$ cat config.mk
export PLATFORM = sky130hd
export DESIGN_NAME = reg_file_flat
export DESIGN_NICKNAME = d
export VERILOG_FILES = /design/src/rtl/reg_file_pkg.sv /design/src/rtl/reg_file_if.sv /design/src/rtl/reg_file_d_register.sv /design/src/rtl/reg_file.sv /design/src/flat_wrapper.sv
export SDC_FILE = /design/constraint.sdc
export NUM_CORES = 1
export LEC_CHECK = 0
export CAP_MARGIN = 20
export CORE_MARGIN = 3
export CORE_UTILIZATION = 49
export CTS_BUF_LIST = sky130_fd_sc_hd__clkbuf_16
export DETAILED_ROUTE_END_ITERATION = 12
export HOLD_SLACK_MARGIN = 0.1
export PLACE_DENSITY = 0.71
export REMOVE_ABC_BUFFERS = 1
export SLEW_MARGIN = 15
export SYNTH_ARGS = -nofsm -noshare
export SYNTH_HDL_FRONTEND = slang
export SYNTH_SLANG_ARGS = --single-unit
$ cat constraint.sdc
create_clock -name CLK -period 3.75 [get_ports CLK]
set_clock_uncertainty 0.15 [all_clocks]
set_input_delay 0.375 -clock CLK [delete_from_list [all_inputs] [get_ports CLK]]
set_output_delay 0.375 -clock CLK [all_outputs]
set_load 0.01 [all_outputs]
$ cat src/rtl/reg_file_pkg.sv
// reg_file shared definitions.
// Address-width helper and the CPU's default bank shape.
package reg_file_pkg;

  localparam int CPU_WIDTH = 32;
  localparam int CPU_DEPTH = 32;

  function automatic int addr_w(input int depth);
    return (depth <= 2) ? 1 : $clog2(depth);
  endfunction

endpackage

$ cat src/rtl/reg_file_if.sv
// reg_file access bus: one write port, two read ports.
// The master drives addresses and data; the slave returns reads and WERR.
interface reg_file_if #(
  parameter int WIDTH  = 8,
  parameter int ADDR_W = 3
);

  logic              WE;
  logic [ADDR_W-1:0] WADDR;
  logic [WIDTH-1:0]  WDATA;
  logic [ADDR_W-1:0] RADDR_A;
  logic [WIDTH-1:0]  RDATA_A;
  logic [ADDR_W-1:0] RADDR_B;
  logic [WIDTH-1:0]  RDATA_B;
  logic              WERR;

  modport master (
    output WE, WADDR, WDATA,
    output RADDR_A, RADDR_B,
    input  RDATA_A, RDATA_B, WERR
  );

  modport slave (
    input  WE, WADDR, WDATA,
    input  RADDR_A, RADDR_B,
    output RDATA_A, RDATA_B, WERR
  );

endinterface

$ cat src/rtl/reg_file_d_register.sv
// d_register: one edge-triggered, enable-gated word.
// Synchronous reset to RESET_VAL wins over En.
module d_register #(
  parameter int               WIDTH     = 8,
  parameter logic [WIDTH-1:0] RESET_VAL = '0
) (
  input  logic             CLK,
  input  logic             RST,
  input  logic             En,
  input  logic [WIDTH-1:0] D,
  output logic [WIDTH-1:0] Q,
  output logic [WIDTH-1:0] Qbar
);

  logic [WIDTH-1:0] r_q;

  always_ff @(posedge CLK) begin
    if (RST) begin
      r_q <= RESET_VAL;
    end else if (En) begin
      r_q <= D;
    end
  end

  assign Q    = r_q;
  assign Qbar = ~r_q;

endmodule

$ cat src/rtl/reg_file.sv
// reg_file: DEPTH x WIDTH register bank, 1 write / 2 async reads.
// Optional hard-wired zero register and write-to-read bypass.
module reg_file
  import reg_file_pkg::*;
#(
  parameter int               WIDTH     = 8,
  parameter int               DEPTH     = 8,
  parameter int               ZERO_REG0 = 1,
  parameter int               BYPASS    = 1,
  parameter logic [WIDTH-1:0] RESET_VAL = '0
) (
  input  logic         CLK,
  input  logic         RST,
  reg_file_if.slave    bus
);

  localparam int ADDR_W = addr_w(DEPTH);
  localparam logic [ADDR_W:0] DEPTH_W = (ADDR_W+1)'(DEPTH);
  localparam bit Z0 = (ZERO_REG0 != 0);
  localparam bit BP = (BYPASS != 0);

  logic [WIDTH-1:0] w_q [DEPTH];
  logic [WIDTH-1:0] w_qbar_unused [DEPTH];
  logic             w_discard;
  logic             w_we_ok;
  logic [WIDTH-1:0] w_rd_a;
  logic [WIDTH-1:0] w_rd_b;
  logic             r_werr;

  function automatic logic in_range(
    input logic [ADDR_W-1:0] a
  );
    return {1'b0, a} < DEPTH_W;
  endfunction

  function automatic logic is_zero(
    input logic [ADDR_W-1:0] a
  );
    return Z0 && (a == '0);
  endfunction

  assign w_discard = bus.WE &&
    (!in_range(bus.WADDR) || is_zero(bus.WADDR));

  // Only a write that will actually land may update or forward.
  assign w_we_ok = bus.WE && !RST && !w_discard;

  genvar gi;
  generate
    for (gi = 0; gi < DEPTH; gi++) begin : g_reg
      if (Z0 && gi == 0) begin : g_zero
        assign w_q[gi]           = '0;
        assign w_qbar_unused[gi] = '1;
      end else begin : g_word
        logic w_en;
        assign w_en = w_we_ok &&
          (bus.WADDR == ADDR_W'(gi));
        d_register #(
          .WIDTH     (WIDTH),
          .RESET_VAL (RESET_VAL)
        ) u_reg (
          .CLK  (CLK),
          .RST  (RST),
          .En   (w_en),
          .D    (bus.WDATA),
          .Q    (w_q[gi]),
          .Qbar (w_qbar_unused[gi])
        );
      end
    end
  endgenerate

  function automatic logic [WIDTH-1:0] rd_mux(
    input logic [ADDR_W-1:0] a,
    input logic              we_ok,
    input logic [ADDR_W-1:0] wa,
    input logic [WIDTH-1:0]  wd,
    input logic [WIDTH-1:0]  q [DEPTH]
  );
    logic [WIDTH-1:0] v;
    v = '0;
    for (int i = 0; i < DEPTH; i++) begin
      if (a == ADDR_W'(i)) v = q[i];
    end
    if (!in_range(a) || is_zero(a)) begin
      v = '0;
    end else if (BP && we_ok && (wa == a)) begin
      v = wd;
    end
    return v;
  endfunction

  always_comb begin
    w_rd_a = rd_mux(bus.RADDR_A, w_we_ok,
                    bus.WADDR, bus.WDATA, w_q);
    w_rd_b = rd_mux(bus.RADDR_B, w_we_ok,
                    bus.WADDR, bus.WDATA, w_q);
  end

  always_ff @(posedge CLK) begin
    if (RST) begin
      r_werr <= 1'b0;
    end else begin
      r_werr <= w_discard;
    end
  end

  assign bus.RDATA_A = w_rd_a;
  assign bus.RDATA_B = w_rd_b;
  assign bus.WERR    = r_werr;

endmodule
$ cat src/flat_wrapper.sv
// flat-port wrapper written by rule: the top's interface ports become plain ports
module reg_file_flat import reg_file_pkg::*;
#(
  parameter int               WIDTH     = 8,
  parameter int               DEPTH     = 8,
  parameter int               ZERO_REG0 = 1,
  parameter int               BYPASS    = 1,
  parameter logic [WIDTH-1:0] RESET_VAL = '0
)
  (CLK, RST, bus_WE, bus_WADDR, bus_WDATA, bus_RADDR_A, bus_RADDR_B, bus_RDATA_A, bus_RDATA_B, bus_WERR);
  reg_file_if #(.WIDTH(WIDTH)) bus_i ();
  input  logic CLK;
  input  logic RST;
  input wire logic [$bits(bus_i.WE)-1:0] bus_WE;
  input wire logic [$bits(bus_i.WADDR)-1:0] bus_WADDR;
  input wire logic [$bits(bus_i.WDATA)-1:0] bus_WDATA;
  input wire logic [$bits(bus_i.RADDR_A)-1:0] bus_RADDR_A;
  input wire logic [$bits(bus_i.RADDR_B)-1:0] bus_RADDR_B;
  output wire logic [$bits(bus_i.RDATA_A)-1:0] bus_RDATA_A;
  output wire logic [$bits(bus_i.RDATA_B)-1:0] bus_RDATA_B;
  output wire logic [$bits(bus_i.WERR)-1:0] bus_WERR;
  assign bus_i.WE = bus_WE;
  assign bus_i.WADDR = bus_WADDR;
  assign bus_i.WDATA = bus_WDATA;
  assign bus_i.RADDR_A = bus_RADDR_A;
  assign bus_i.RADDR_B = bus_RADDR_B;
  assign bus_RDATA_A = bus_i.RDATA_A;
  assign bus_RDATA_B = bus_i.RDATA_B;
  assign bus_WERR = bus_i.WERR;
  reg_file #(.WIDTH(WIDTH), .DEPTH(DEPTH), .ZERO_REG0(ZERO_REG0), .BYPASS(BYPASS), .RESET_VAL(RESET_VAL)) u_core (.CLK(CLK), .RST(RST), .bus(bus_i));
endmodule
==> out/summary.txt <==
synthesized netlist cell count: 364
first-pass GRT wire length: 14.9 mm
Clock Tree Root: clkbuf_16
CTS max path bufs: 2
asr flop ratio synth: 0
Crit path required time: 3.22 ns
Setup crit start: bus_RADDR_A[0]
routed len/inst: 20.0 µm
initial core utilization: 0.516
area growth from synthesis to layout: 19.7%
initial antenna violation count: 0
IO Pins: 37
diode count: 0
Final Hold Violating Endpoints: 0
Sink Count: 57
Rel. slew slack: 0.307
nets@finish: 409
maximum clock rate: 0.288 GHz
Hold WC Path Type: input port to flip-flop
Die Width: 88.5 µm
max-slew violations: 0
postcts setup bufs: 0
Max FO, Critical Path: 9
Setup TNS: 0 ns
mapped cell area: 3330 µm²
max-cap violation count: 0
actual slew at the worst max-slew pin: 1.04 ns
switching share of power: 0.252
Rows: 29
H-tree level count: 3
Worst setup EP type: output port
Pwr Total: 1.52 mW
GP Congestion: 0.829
Worst Setup EP: bus_RDATA_A[2]
status: completed
R2R Setup Slk: 2.90 ns
Worst Reg-to-Reg Cells: 2
power density over the cells: 382 nW/µm²
largest net degree at the start of global routing: 45
WL final: 9.44 mm
critical path class: input port to output port
latest clock arrival within the worst-skew pair: 0.32 ns
flops & latches, synth: 57
Final Setup Violations: 0
clock network fraction of total power: 0.459
Net Sw Power: 0.384 mW
Die Footprint: 7830 µm²
# hold bufs at CTS: 0
Max VDD drop: 0.260 mV
fraction of layout cells with a size suffix above 1: 0.183
internal portion of total power: 1.14 mW
Syn Area/Cell: 9.15 µm²
post_cts resized: 0
grt total ovfl: 0
combinational fraction of design power: 0.134
Critical Path AT: 2.95 ns
Worst-path clk slew: 0.05 ns
Residual DRC: 0
reg2reg start: u_core.g_reg[5].g_word.u_reg.Q[2]
global-route usage over all layers: 0.257
First-pass DRT Iterations: 4
Num CTS Buffers: 9
synth unique cells: 35
Initial DRC Count: 274
Tmin final: 3.48 ns
via count: 2,911
die height: 88.5 µm
Reg-to-Reg End: u_core.g_reg[5].g_word.u_reg.Q[2]
vias in the first global route: 2,793
Vias/cell: 6.18
Post-DP HPWL: 6.14 mm
# port buffers: 36
CP startpoint kind: input port
Top FF cell, synth: dfxtp_1
Synthesis Warnings: 0
antenna-violating nets left: 0
Post-synth EDFFs: 0
core box area: 6460 µm²
Seq pwr share: 0.407
RSZ-0062 raised after global routing: false
CTS tree: done
register area share after synthesis: 0.342
P_leak: 1.63 nW
crit share post-route: 0.927
## final cells by class
cell class | instances | area [µm²]
fill | 595 | 2470
multi-input combinational | 260 | 1990
sequential | 57 | 1140
timing repair buffer | 52 | 475
clock buffer | 9 | 225
tap | 77 | 96.3
inverter | 9 | 33.8
clock inverter | 7 | 28.8
## sequential cells by signal, summed over array words and instances (netlist names)
name and cells:
u_core.bus.WERR 1, u_core.g.g_word.u_reg.Q 56
## power by group through the flow
stage | logic [mW] | registers (mW) | clock network, mW
3_3_place_gp | 0.199 | 0.632 | 0
4_1_cts | 0.202 | 0.620 | 0.707
6_report | 0.204 | 0.621 | 0.699
5_1_grt | 0.219 | 0.621 | 0.738
3_5_place_dp | 0.201 | 0.633 | 0
2_1_floorplan | 0.0843 | 0.631 | 0
## critical path, cell delays in order
cell and delay (ns):
clkdlybuf4s50_1 0.59, nor2b_1 0.86, a221oi_1 0.24, o21ai_0 0.19, mux2_2 0.17, clkdlybuf4s50_1 0.53
## worst min path at each step
| stage | startpoint | endpoint | depth (start not counted) |
|---|---|---|---|
| after global routing | RST | u_core.g_reg[4].g_word.u_reg.Q[0] | 2 |
| after CTS | RST | u_core.g_reg[4].g_word.u_reg.Q[5] | 2 |
| after detailed placement | u_core.g_reg[7].g_word.u_reg.Q[5] | u_core.g_reg[7].g_word.u_reg.Q[5] | 2 |
| after global placement | u_core.g_reg[5].g_word.u_reg.Q[2] | u_core.g_reg[5].g_word.u_reg.Q[2] | 2 |
| after floorplan | RST | u_core.g_reg[5].g_word.u_reg.Q[0] | 1 |
| final | RST | u_core.g_reg[1].g_word.u_reg.Q[5] | 2 |
## cell usage after synthesis, types with 6 or more instances
master	number	share of area
clkbuf_1	22	0.025
xnor2_1	6	0.016
nand2_1	21	0.024
dfxtp_1	57	0.34
inv_1	9	0.010
mux2_2	28	0.095
mux2i_1	50	0.15
mux4_2	6	0.041
o21ai_0	22	0.033
nor2_1	49	0.055
a221o_1	6	0.018
a22o_1	6	0.016
a21oi_1	18	0.027
o221ai_1	6	0.016
a221oi_1	8	0.021
buf_2	12	0.018
## cell usage in the layout (no fill, tap or decap), drive strengths merged, types with 8 or more instances in the layout
| cell type | instances |
|---|---|
| clkbuf | 9 |
| inv | 10 |
| mux2i | 50 |
| mux2 | 32 |
| buf | 17 |
| nor2 | 49 |
| nand2 | 21 |
| o21ai | 22 |
| clkdlybuf4s50 | 35 |
| a21oi | 18 |
| dfxtp | 57 |
| a221oi | 8 |
## per-stage QoR
stage,instances,hold slack [ns],instance area [µm²],utilization,setup WS (ns)
after floorplan,326,0.294,3150,-,1.54
after global placement,455,0.329,3730,0.578,0.413
after detailed placement,455,0.337,3730,0.578,0.276
after CTS,471,0.278,3990,0.617,0.315
after global routing,471,0.286,3990,0.617,0.119
final,471,0.278,3990,0.617,0.274
## per-layer routing
| layer | wire length (µm) | GRT usage | part of all wire | vias up |
|---|---|---|---|---|
| met5 | 0 | 0 | 0 | - |
| met4 | 99 | 0.0714 | 0.010 | 0 |
| met3 | 846 | 0.0912 | 0.090 | 12 |
| met2 | 4330 | 0.383 | 0.46 | 140 |
| met1 | 4160 | 0.353 | 0.44 | 1399 |
| li1 | - | - | - | 1360 |
## cell families after synthesis
group,after synthesis,share of synthesized area
simple gates,93,0.128
buf+inv,47,0.0642
mux,88,0.303
xor+xnor,6,0.0158
flops,57,0.342
compound gates,73,0.146
No activity file was read; power rests on OpenSTA's default activity.
